<file path="src/rtl/sclk_burst_scheduler_if.sv">
// Request/burst bus between the requesters and the shared sclk burst scheduler.
interface sclk_burst_scheduler_if #(
  parameter int unsigned NREQ = 4,
  parameter int unsigned LENW = 16
);
  localparam int unsigned IDW = (NREQ > 1) ? $clog2(NREQ) : 1;

  logic [NREQ-1:0]      req;
  logic [4*NREQ-1:0]    div_in;
  logic [LENW*NREQ-1:0] len_in;
  logic                 abort;
  logic                 sclk;
  logic [NREQ-1:0]      grant;
  logic [IDW-1:0]       gnt_id;
  logic                 busy;
  logic                 done;
  logic                 aborted;

  modport master (
    output req, div_in, len_in, abort,
    input  sclk, grant, gnt_id, busy, done, aborted
  );

  modport slave (
    input  req, div_in, len_in, abort,
    output sclk, grant, gnt_id, busy, done, aborted
  );
endinterface

</file>
<file path="src/rtl/sclk_burst_scheduler.sv">
// Round-robin scheduler sharing one divided-clock generator among NREQ requesters.
// Each grant produces exactly L sclk periods at divisor d (high for floor(d/2) cycles).
module sclk_burst_scheduler #(
  parameter int unsigned NREQ = 4,
  parameter int unsigned LENW = 16
) (
  input logic                   clock_in,
  input logic                   rstn,
  sclk_burst_scheduler_if.slave sched_if
);
  localparam int unsigned IDW = (NREQ > 1) ? $clog2(NREQ) : 1;

  typedef enum logic [1:0] {StIdle, StRun, StGap} state_e;

  state_e          r_state, w_state_next;
  logic [3:0]      r_div, r_phase;
  logic [LENW-1:0] r_len, r_period;
  logic            r_sclk, r_done, r_aborted;
  logic [NREQ-1:0] r_grant;
  logic [IDW-1:0]  r_gnt_id, r_last_id;

  logic [3:0]      w_div_d, w_phase_d;
  logic [LENW-1:0] w_len_d, w_period_d;
  logic            w_sclk_d, w_done_d, w_aborted_d;
  logic [NREQ-1:0] w_grant_d;
  logic [IDW-1:0]  w_gnt_id_d, w_last_id_d;

  logic            w_found;
  logic [IDW-1:0]  w_pick;
  logic [3:0]      w_div_sel;
  logic [LENW-1:0] w_len_sel;
  logic            w_phase_wrap, w_last_cycle;
  logic [3:0]      w_next_phase;

  assign w_phase_wrap = (r_phase == r_div - 4'd1);
  assign w_last_cycle = w_phase_wrap && (r_period == r_len - LENW'(1));
  assign w_next_phase = w_phase_wrap ? 4'd0 : r_phase + 4'd1;

  // Round-robin pick: first set req bit searching upward from last_id+1, wrapping.
  always_comb begin
    int unsigned v_idx;
    w_found   = 1'b0;
    w_pick    = '0;
    w_div_sel = '0;
    w_len_sel = '0;
    for (int unsigned k = 1; k <= NREQ; k++) begin
      v_idx = (32'(r_last_id) + k) % NREQ;
      if (!w_found && sched_if.req[v_idx]) begin
        w_found   = 1'b1;
        w_pick    = IDW'(v_idx);
        w_div_sel = sched_if.div_in[v_idx*4 +: 4];
        w_len_sel = sched_if.len_in[v_idx*LENW +: LENW];
      end
    end
  end

  // State register.
  always_ff @(posedge clock_in) begin
    if (!rstn) r_state <= StIdle;
    else       r_state <= w_state_next;
  end

  // Next-state logic; abort only matters while running.
  always_comb begin
    w_state_next = r_state;
    unique case (r_state)
      StIdle:  if (w_found) w_state_next = StRun;
      StRun:   if (sched_if.abort || w_last_cycle) w_state_next = StGap;
      StGap:   w_state_next = StIdle;
      default: w_state_next = StIdle;
    endcase
  end

  // Next values for the burst datapath and registered outputs.
  always_comb begin
    w_div_d     = r_div;
    w_len_d     = r_len;
    w_phase_d   = r_phase;
    w_period_d  = r_period;
    w_sclk_d    = r_sclk;
    w_grant_d   = r_grant;
    w_gnt_id_d  = r_gnt_id;
    w_last_id_d = r_last_id;
    w_done_d    = r_done;
    w_aborted_d = r_aborted;
    unique case (r_state)
      StIdle: begin
        if (w_found) begin
          w_div_d     = (w_div_sel < 4'd2) ? 4'd2 : w_div_sel;
          w_len_d     = (w_len_sel == '0) ? LENW'(1) : w_len_sel;
          w_phase_d   = '0;
          w_period_d  = '0;
          w_sclk_d    = 1'b1;  // d >= 2, so the first cycle is always high
          w_grant_d   = NREQ'(1) << w_pick;
          w_gnt_id_d  = w_pick;
          w_last_id_d = w_pick;
        end
      end
      StRun: begin
        if (sched_if.abort || w_last_cycle) begin
          w_sclk_d    = 1'b0;
          w_grant_d   = '0;
          w_done_d    = 1'b1;
          w_aborted_d = sched_if.abort;
        end else begin
          w_phase_d = w_next_phase;
          w_sclk_d  = (w_next_phase < (r_div >> 1));
          if (w_phase_wrap) w_period_d = r_period + LENW'(1);
        end
      end
      StGap: begin
        w_done_d    = 1'b0;
        w_aborted_d = 1'b0;
      end
      default: ;
    endcase
  end

  // Datapath registers; a reset mid-burst drops everything without a done pulse.
  always_ff @(posedge clock_in) begin
    if (!rstn) begin
      r_div     <= '0;
      r_len     <= '0;
      r_phase   <= '0;
      r_period  <= '0;
      r_sclk    <= 1'b0;
      r_grant   <= '0;
      r_gnt_id  <= '0;
      r_last_id <= IDW'(NREQ - 1);
      r_done    <= 1'b0;
      r_aborted <= 1'b0;
    end else begin
      r_div     <= w_div_d;
      r_len     <= w_len_d;
      r_phase   <= w_phase_d;
      r_period  <= w_period_d;
      r_sclk    <= w_sclk_d;
      r_grant   <= w_grant_d;
      r_gnt_id  <= w_gnt_id_d;
      r_last_id <= w_last_id_d;
      r_done    <= w_done_d;
      r_aborted <= w_aborted_d;
    end
  end

  assign sched_if.sclk    = r_sclk;
  assign sched_if.grant   = r_grant;
  assign sched_if.gnt_id  = r_gnt_id;
  assign sched_if.busy    = (r_state != StIdle);
  assign sched_if.done    = r_done;
  assign sched_if.aborted = r_aborted;
endmodule

</file>
<file path="src/flat_wrapper.sv">
// flat-port wrapper written by rule: the top's interface ports become plain ports
module sclk_burst_scheduler_flat 
#(
  parameter int unsigned NREQ = 4,
  parameter int unsigned LENW = 16
)
  (clock_in, rstn, sched_if_req, sched_if_div_in, sched_if_len_in, sched_if_abort, sched_if_sclk, sched_if_grant, sched_if_gnt_id, sched_if_busy, sched_if_done, sched_if_aborted);
  sclk_burst_scheduler_if #(.NREQ(NREQ), .LENW(LENW)) sched_if_i ();
  input logic clock_in;
  input logic rstn;
  input wire logic [$bits(sched_if_i.req)-1:0] sched_if_req;
  input wire logic [$bits(sched_if_i.div_in)-1:0] sched_if_div_in;
  input wire logic [$bits(sched_if_i.len_in)-1:0] sched_if_len_in;
  input wire logic [$bits(sched_if_i.abort)-1:0] sched_if_abort;
  output wire logic [$bits(sched_if_i.sclk)-1:0] sched_if_sclk;
  output wire logic [$bits(sched_if_i.grant)-1:0] sched_if_grant;
  output wire logic [$bits(sched_if_i.gnt_id)-1:0] sched_if_gnt_id;
  output wire logic [$bits(sched_if_i.busy)-1:0] sched_if_busy;
  output wire logic [$bits(sched_if_i.done)-1:0] sched_if_done;
  output wire logic [$bits(sched_if_i.aborted)-1:0] sched_if_aborted;
  assign sched_if_i.req = sched_if_req;
  assign sched_if_i.div_in = sched_if_div_in;
  assign sched_if_i.len_in = sched_if_len_in;
  assign sched_if_i.abort = sched_if_abort;
  assign sched_if_sclk = sched_if_i.sclk;
  assign sched_if_grant = sched_if_i.grant;
  assign sched_if_gnt_id = sched_if_i.gnt_id;
  assign sched_if_busy = sched_if_i.busy;
  assign sched_if_done = sched_if_i.done;
  assign sched_if_aborted = sched_if_i.aborted;
  sclk_burst_scheduler #(.NREQ(NREQ), .LENW(LENW)) u_core (.clock_in(clock_in), .rstn(rstn), .sched_if(sched_if_i));
endmodule
</file>
<file path="config.mk">
export PLATFORM = sky130hd
export DESIGN_NAME = sclk_burst_scheduler_flat
export DESIGN_NICKNAME = d
export VERILOG_FILES = /design/src/rtl/sclk_burst_scheduler_if.sv /design/src/rtl/sclk_burst_scheduler.sv /design/src/flat_wrapper.sv
export SDC_FILE = /design/constraint.sdc
export NUM_CORES = 1
export LEC_CHECK = 0
export CAP_MARGIN = 20
export CORE_MARGIN = 5
export CORE_UTILIZATION = 50
export CTS_BUF_LIST = sky130_fd_sc_hd__clkbuf_2 sky130_fd_sc_hd__clkbuf_4 sky130_fd_sc_hd__clkbuf_8
export DETAILED_ROUTE_END_ITERATION = 12
export GPL_TIMING_DRIVEN = 0
export HOLD_SLACK_MARGIN = 0.15
export PLACE_DENSITY = 0.76
export SYNTH_ARGS = -nofsm -noshare
export SYNTH_HDL_FRONTEND = slang
export SYNTH_SLANG_ARGS = --single-unit
</file>
<file path="constraint.sdc">
create_clock -name clock_in -period 3.45 [get_ports clock_in]
set_input_delay 0.69 -clock clock_in [delete_from_list [all_inputs] [get_ports clock_in]]
set_output_delay 0.69 -clock clock_in [all_outputs]
set_load 0.005 [all_outputs]
</file>
# Word level (Yosys, flattened, before mapping)
# Index checks and enable logic that the tools add are counted.
# totals
ff_bits	53
inputBits	87
out_inout_bits	10
wordCells	109
# op_classes
eq_ne	8
muxes	47
addsub	8
n_shift	9
reduce_logical	20
n_lt_le_gt_ge	6
# ops
cell	n
$shiftx 64x7->16	4
$mux 16	8
$shiftx 16x5->4	4
$mux 4	10
$pmux 16 s2	1
$add 16x1->16 const B	1
$eq 16x16->1	1
$logic_not 16->1	1
$pmux 4 s2	2
$sub 16x1->16 const B	1
$lt 2x3->1 const B	4
$mux 1	12
$mux 2	6
$bmux 1 s2	4
$reduce_and 2->1	4
$ne 2x1->1 const B	3
$pmux 1 s2	3
$reduce_and 3->1	2
$reduce_bool 2->1	3
$add 2x1->2 const B	2
$add 2x2->2 const B	2
$add 4x1->4 const B	1
$eq 4x4->1	1
$logic_and 1x1->1	4
other kinds (12)	14

# Logic depth before layout (Yosys ltp)
# Gate-level depths: netlist of run 1.
# logic_depth
word_depth	16
mapped_depth	12
ltp_nobuf	10

# Worst setup path before layout of run 1
# OpenSTA, ideal clock, no wires.
# synth_path
kind	input to register
startpoint	input port sched_if_req[2]
endpoint	register u_core.r_len[0]
required_ps	3376
arrival_ps	2807
path_stages	10
n_path_buf	2
setup_ps	74
path_slack_ps	568
path_cell_list	buf_2 > and3b_1 > o21bai_1 > mux2_2 > buf_2 > a22o_1 > a221oi_1 > nand4_1 > or4_1 > a31oi_1
# synth_between
elab_chain_cells	14
word_cells_on_any_way	25
classes_between	17 x mux; 8 x reduce/logical
# synth_lines
element	line_no	rtl
from (decl)	flat_wrapper.sv:11	input wire logic [$bits(sched_if_i.req)-1:0] sched_if_req;
$bmux 1 s2	sclk_burst_scheduler.sv:48	if (!w_found && sched_if.req[v_idx]) begin
$mux 1 (not written as such)	sclk_burst_scheduler.sv:48	
$mux 1	sclk_burst_scheduler.sv:48	
$logic_not 1->1	sclk_burst_scheduler.sv:48	
$logic_and 1x1->1	sclk_burst_scheduler.sv:48	
$mux 1	sclk_burst_scheduler.sv:48	
$logic_not 1->1	sclk_burst_scheduler.sv:48	
$logic_and 1x1->1	sclk_burst_scheduler.sv:48	
$mux 1	sclk_burst_scheduler.sv:48	
$logic_not 1->1	sclk_burst_scheduler.sv:48	
$logic_and 1x1->1	sclk_burst_scheduler.sv:48	
$mux 16	sclk_burst_scheduler.sv:48	
$logic_not 16->1	sclk_burst_scheduler.sv:90	w_len_d = (w_len_sel == '0) ? LENW'(1) : w_len_sel;
$mux 16	sclk_burst_scheduler.sv:90	
to (signal assigned)	sclk_burst_scheduler.sv:134	r_len <= w_len_d;
to (decl)	sclk_burst_scheduler.sv:17	logic [LENW-1:0] r_len, r_period;
# Several ways; a longest one is shown, not always the timed one. The select of a mux whose other input is x is not followed.
# A chain may end at the register's enable or synchronous reset.

# Worst setup path after layout of run 1
# layout_path
startpoint	input port sched_if_req[1]
endpoint	register u_core.r_len[0]
# Same word-level chain as after synthesis.

==> results of run 1 <==
==> cells by family (layout without fill, tap and decap cells) <==
| kind of cell | after synthesis | after routing | synth area share (%) |
|---|---|---|---|
| AND/OR/NAND/NOR | 186 | 186 | 18.7 |
| AO/OA/AOI/OAI | 157 | 157 | 21.7 |
| multiplexers | 86 | 86 | 28.9 |
| buffers and inverters | 62 | 163 | 5.48 |
| flip-flops | 53 | 53 | 19.0 |
| XOR/XNOR | 31 | 31 | 4.87 |
| adder cells (fa/ha/maj) | 6 | 6 | 1.35 |
==> cells in the mapped netlist, drive strengths merged, types with 10 or more instances <==
cell type | count | area [sq um]
nand2 | 69 | 262
mux4 | 59 | 1330
dfxtp | 53 | 1060
buf | 30 | 185
a21oi | 27 | 158
o21ai | 27 | 161
clkbuf | 24 | 90.1
xnor2 | 23 | 201
a221oi | 17 | 149
mux2i | 17 | 170
a22o | 16 | 140
o211a | 16 | 160
nand3 | 15 | 75.1
nor2 | 14 | 52.6
nor3 | 11 | 65.1
mux2 | 10 | 113
nand4 | 10 | 62.6
==> layer usage <==
metal	routed length, um	up-vias	track usage (%)
met5	0	-	0
met4	360	0	6.34
met3	1480	37	2.98
met2	8070	315	42.1
met1	6850	2768	33.6
li1	-	2509	-
==> registers in the layout, indices dropped and copies added (netlist names), 2 cells and up <==
register / cells
u_core.r_last_id: 2
u_core.r_state: 2
u_core.sched_if.grant: 4
u_core.r_phase: 4
u_core.r_period: 16
u_core.sched_if.gnt_id: 2
u_core.r_len: 16
u_core.r_div: 4
==> critical path, delay by kind of cell <==
| kind | cells | cell delay, ns |
|---|---|---|
| AOI/OAI and AO/OA | 3 | 0.65 |
| muxes | 1 | 0.47 |
| and+or+nand+nor | 2 | 0.68 |
| buffers and inverters | 4 | 1.05 |
==> power by group through the flow <==
| stage | clock network [uW] | registers, uW | logic (uW) |
|---|---|---|---|
| 2_1_floorplan | 0 | 743 | 1060 |
| 3_3_place_gp | 0 | 756 | 1410 |
| 3_5_place_dp | 0 | 760 | 1460 |
| 4_1_cts | 450 | 746 | 1490 |
| 5_1_grt | 479 | 757 | 1680 |
| 6_report | 449 | 748 | 1560 |
==> stage by stage <==
| step | util, % | setup slack (ns) |
|---|---|---|
| after floorplan | - | 0.568 |
| after global placement | 61.4 | -0.457 |
| after detailed placement | 61.4 | -0.484 |
| after CTS | 63.1 | 0.00766 |
| after global routing | 63.9 | -0.00217 |
| final | 63.9 | 0.118 |
==> final timing paths <==
kind                             start                   endpoint  slack, ns  cells past startpoint
min          u_core.sched_if.gnt_id[1]  u_core.sched_if.gnt_id[1]       0.47                      2
min reg2reg  u_core.sched_if.gnt_id[1]  u_core.sched_if.gnt_id[1]       0.47                      2
max reg2reg        u_core.r_last_id[0]            u_core.r_len[0]       0.18                     10
max                    sched_if_req[1]            u_core.r_len[0]       0.12                     10
==> area by class of cell <==
class	instances	share of cell area, %
inverters	8	0.431
well taps	140	2.52
flip-flops and latches	53	15.2
repair buffers	94	13.5
clock inverters	1	0.431
multi-input cells	466	62.5
plain buffers	53	4.08
clock buffers	7	1.29
==> metrics.md, run 1 <==
| Metric | Value |
|---|---|
| DP Wirelength | 12800 um |
| CTS sink count | 53 |
| Global route overflow | 0 |
| Routed vias/inst | 6.85 |
| Initial antenna violation count | 0 |
| Min Tclk post-route | 3.33 ns |
| Setup CP Type | input port to flop |
| Diode count | 0 |
| GRT Total Usage | 24.7% |
| Sequential power share | 27.1% |
| PwrDens | 396 nW/um^2 |
| Design area | 6960 sq um |
| Synth warn | 0 |
| Clock share of power | 16.3% |
| Worst path required time | 3.69 ns |
| # Max-Cap Violations | 0 |
| Synthesis-to-layout area growth | 24.9% |
| Crit-path cells | clkdlybuf4s50_1 > clkbuf_2 > mux4_2 > buf_2 > buf_6 > a22o_1 > a221oi_4 > nand4_1 > or4_1 > a31oi_1 |
| Register area share after synthesis | 19.0% |
| Num ports | 97 |
| DRC violations left | 0 |
| Routed wire per std cell | 20.4 um |
| Cts-stage hold buffer count | 0 |
| Cell count after synthesis | 581 |
| Number of global-route vias before repair | 5384 |
| Fin Hold WS | 0.472 ns |
| Tot Pwr | 2760 uW |
| Final Non-Filler Cells | 822 |
| Synth unique cells | 69 |
| Starting Density | 51.2% |
| Register area | 1060 sq um |
| Final Hold Vio Count | 0 |
| Final antenna-violating net count | 0 |
| Root Driver | clkbuf_8 |
| Commonest non-fill, non-tap cell in the layout | clkdlybuf4s50_1 |
| Sw frac | 38.6% |
| CP max-delay cell | or4_1 |
| Leakage power | 0.00260 uW |
| Worst setup EP type | flop |
| Net switching power | 1060 uW |
| Avg Inst Size Synth | 9.59 sq um |
| Final setup TNS | 0 ns |
| Crit path max fanout | 10 |
| Die area | 13400 sq um |
| WL final | 16800 um |
| Cell internal pwr | 1690 uW |
| FMAX | 0.300 GHz |
| Fin. max-slew vios | 0 |
| First-pass GRT wire length | 26900 um |
| CTS tree | built |
| H-Tree Depth | 2 |
| # placed instances | 815 |
| Clk buf depth | 2 |
| Final Setup Violations | 0 |
| Measured slew at the worst slew-check pin | 0.638 ns |
| Post-CTS sizing | 12 |
| Clock latency on the worst-skew pair | 0.31 ns |
| Largest net degree at the start of global routing | 16 |
| Crit path DAT | 3.57 ns |
| DRT iter0 DRCs | 558 |
| Vias | 5629 |
| Multi-input gate area | 4350 sq um |
| DR pass1 iterations | 6 |
| Status | finished, final reports clean |
| Hold/Removal Path Class | flop to flop |
| Tcrit/Tclk final | 96.6% |
| Commonest non-fill, non-tap cells in the layout | 94 x clkdlybuf4s50_1, 68 x nand2_1, 59 x mux4_2, 53 x dfxtp_1, 24 x buf_2 |
| GPL Wtd Cong | 0.906 |
| Clk slew on worst S/H paths | 0.09 ns |
| Fill cells | 888 |
| Combinational power share | 56.6% |
| Die Width | 116 um |
| Top FF cell, synth | dfxtp_1 |
| CTS buffer count | 5 |
| Die height | 116 um |
| Syn nets | 674 |
| IR drop worst, VDD | 256 uV |
| DP Area | 6690 sq um |
| Layout Skew | 0.00776 ns |
| Number of synthesized register bits | 53 |
| Post-CTS setup buffer count | 0 |
| Startpoint Class | input port |
| Fin nets | 774 |
| Max transition margin | 57.5% |
| Port buffer count | 94 |
| Core Area | 10900 sq um |
| Fraction of final layout cells with drive strength greater than 1 | 22.7% |
| Async SR Flop Fraction | 0% |
| Num rows | 38 |
| Mapped cell area | 5570 sq um |
| Number of synthesized flops with an enable pin | 0 |
| CP peak stage delay | 0.57 ns |
(Power assumes the default switching activity.)
==> inputs of run 2 (changes only) <==
--- a/config.mk
+++ b/config.mk
@@ -5,6 +5,7 @@
 export SDC_FILE = /design/constraint.sdc
 export NUM_CORES = 1
 export LEC_CHECK = 0
+export ABC_CLOCK_PERIOD_IN_PS = 3450
 export CAP_MARGIN = 20
 export CORE_MARGIN = 5
 export CORE_UTILIZATION = 50
==> results of run 2 <==
Same layout as run 1: the final DEF is identical, and so are final timing and power.
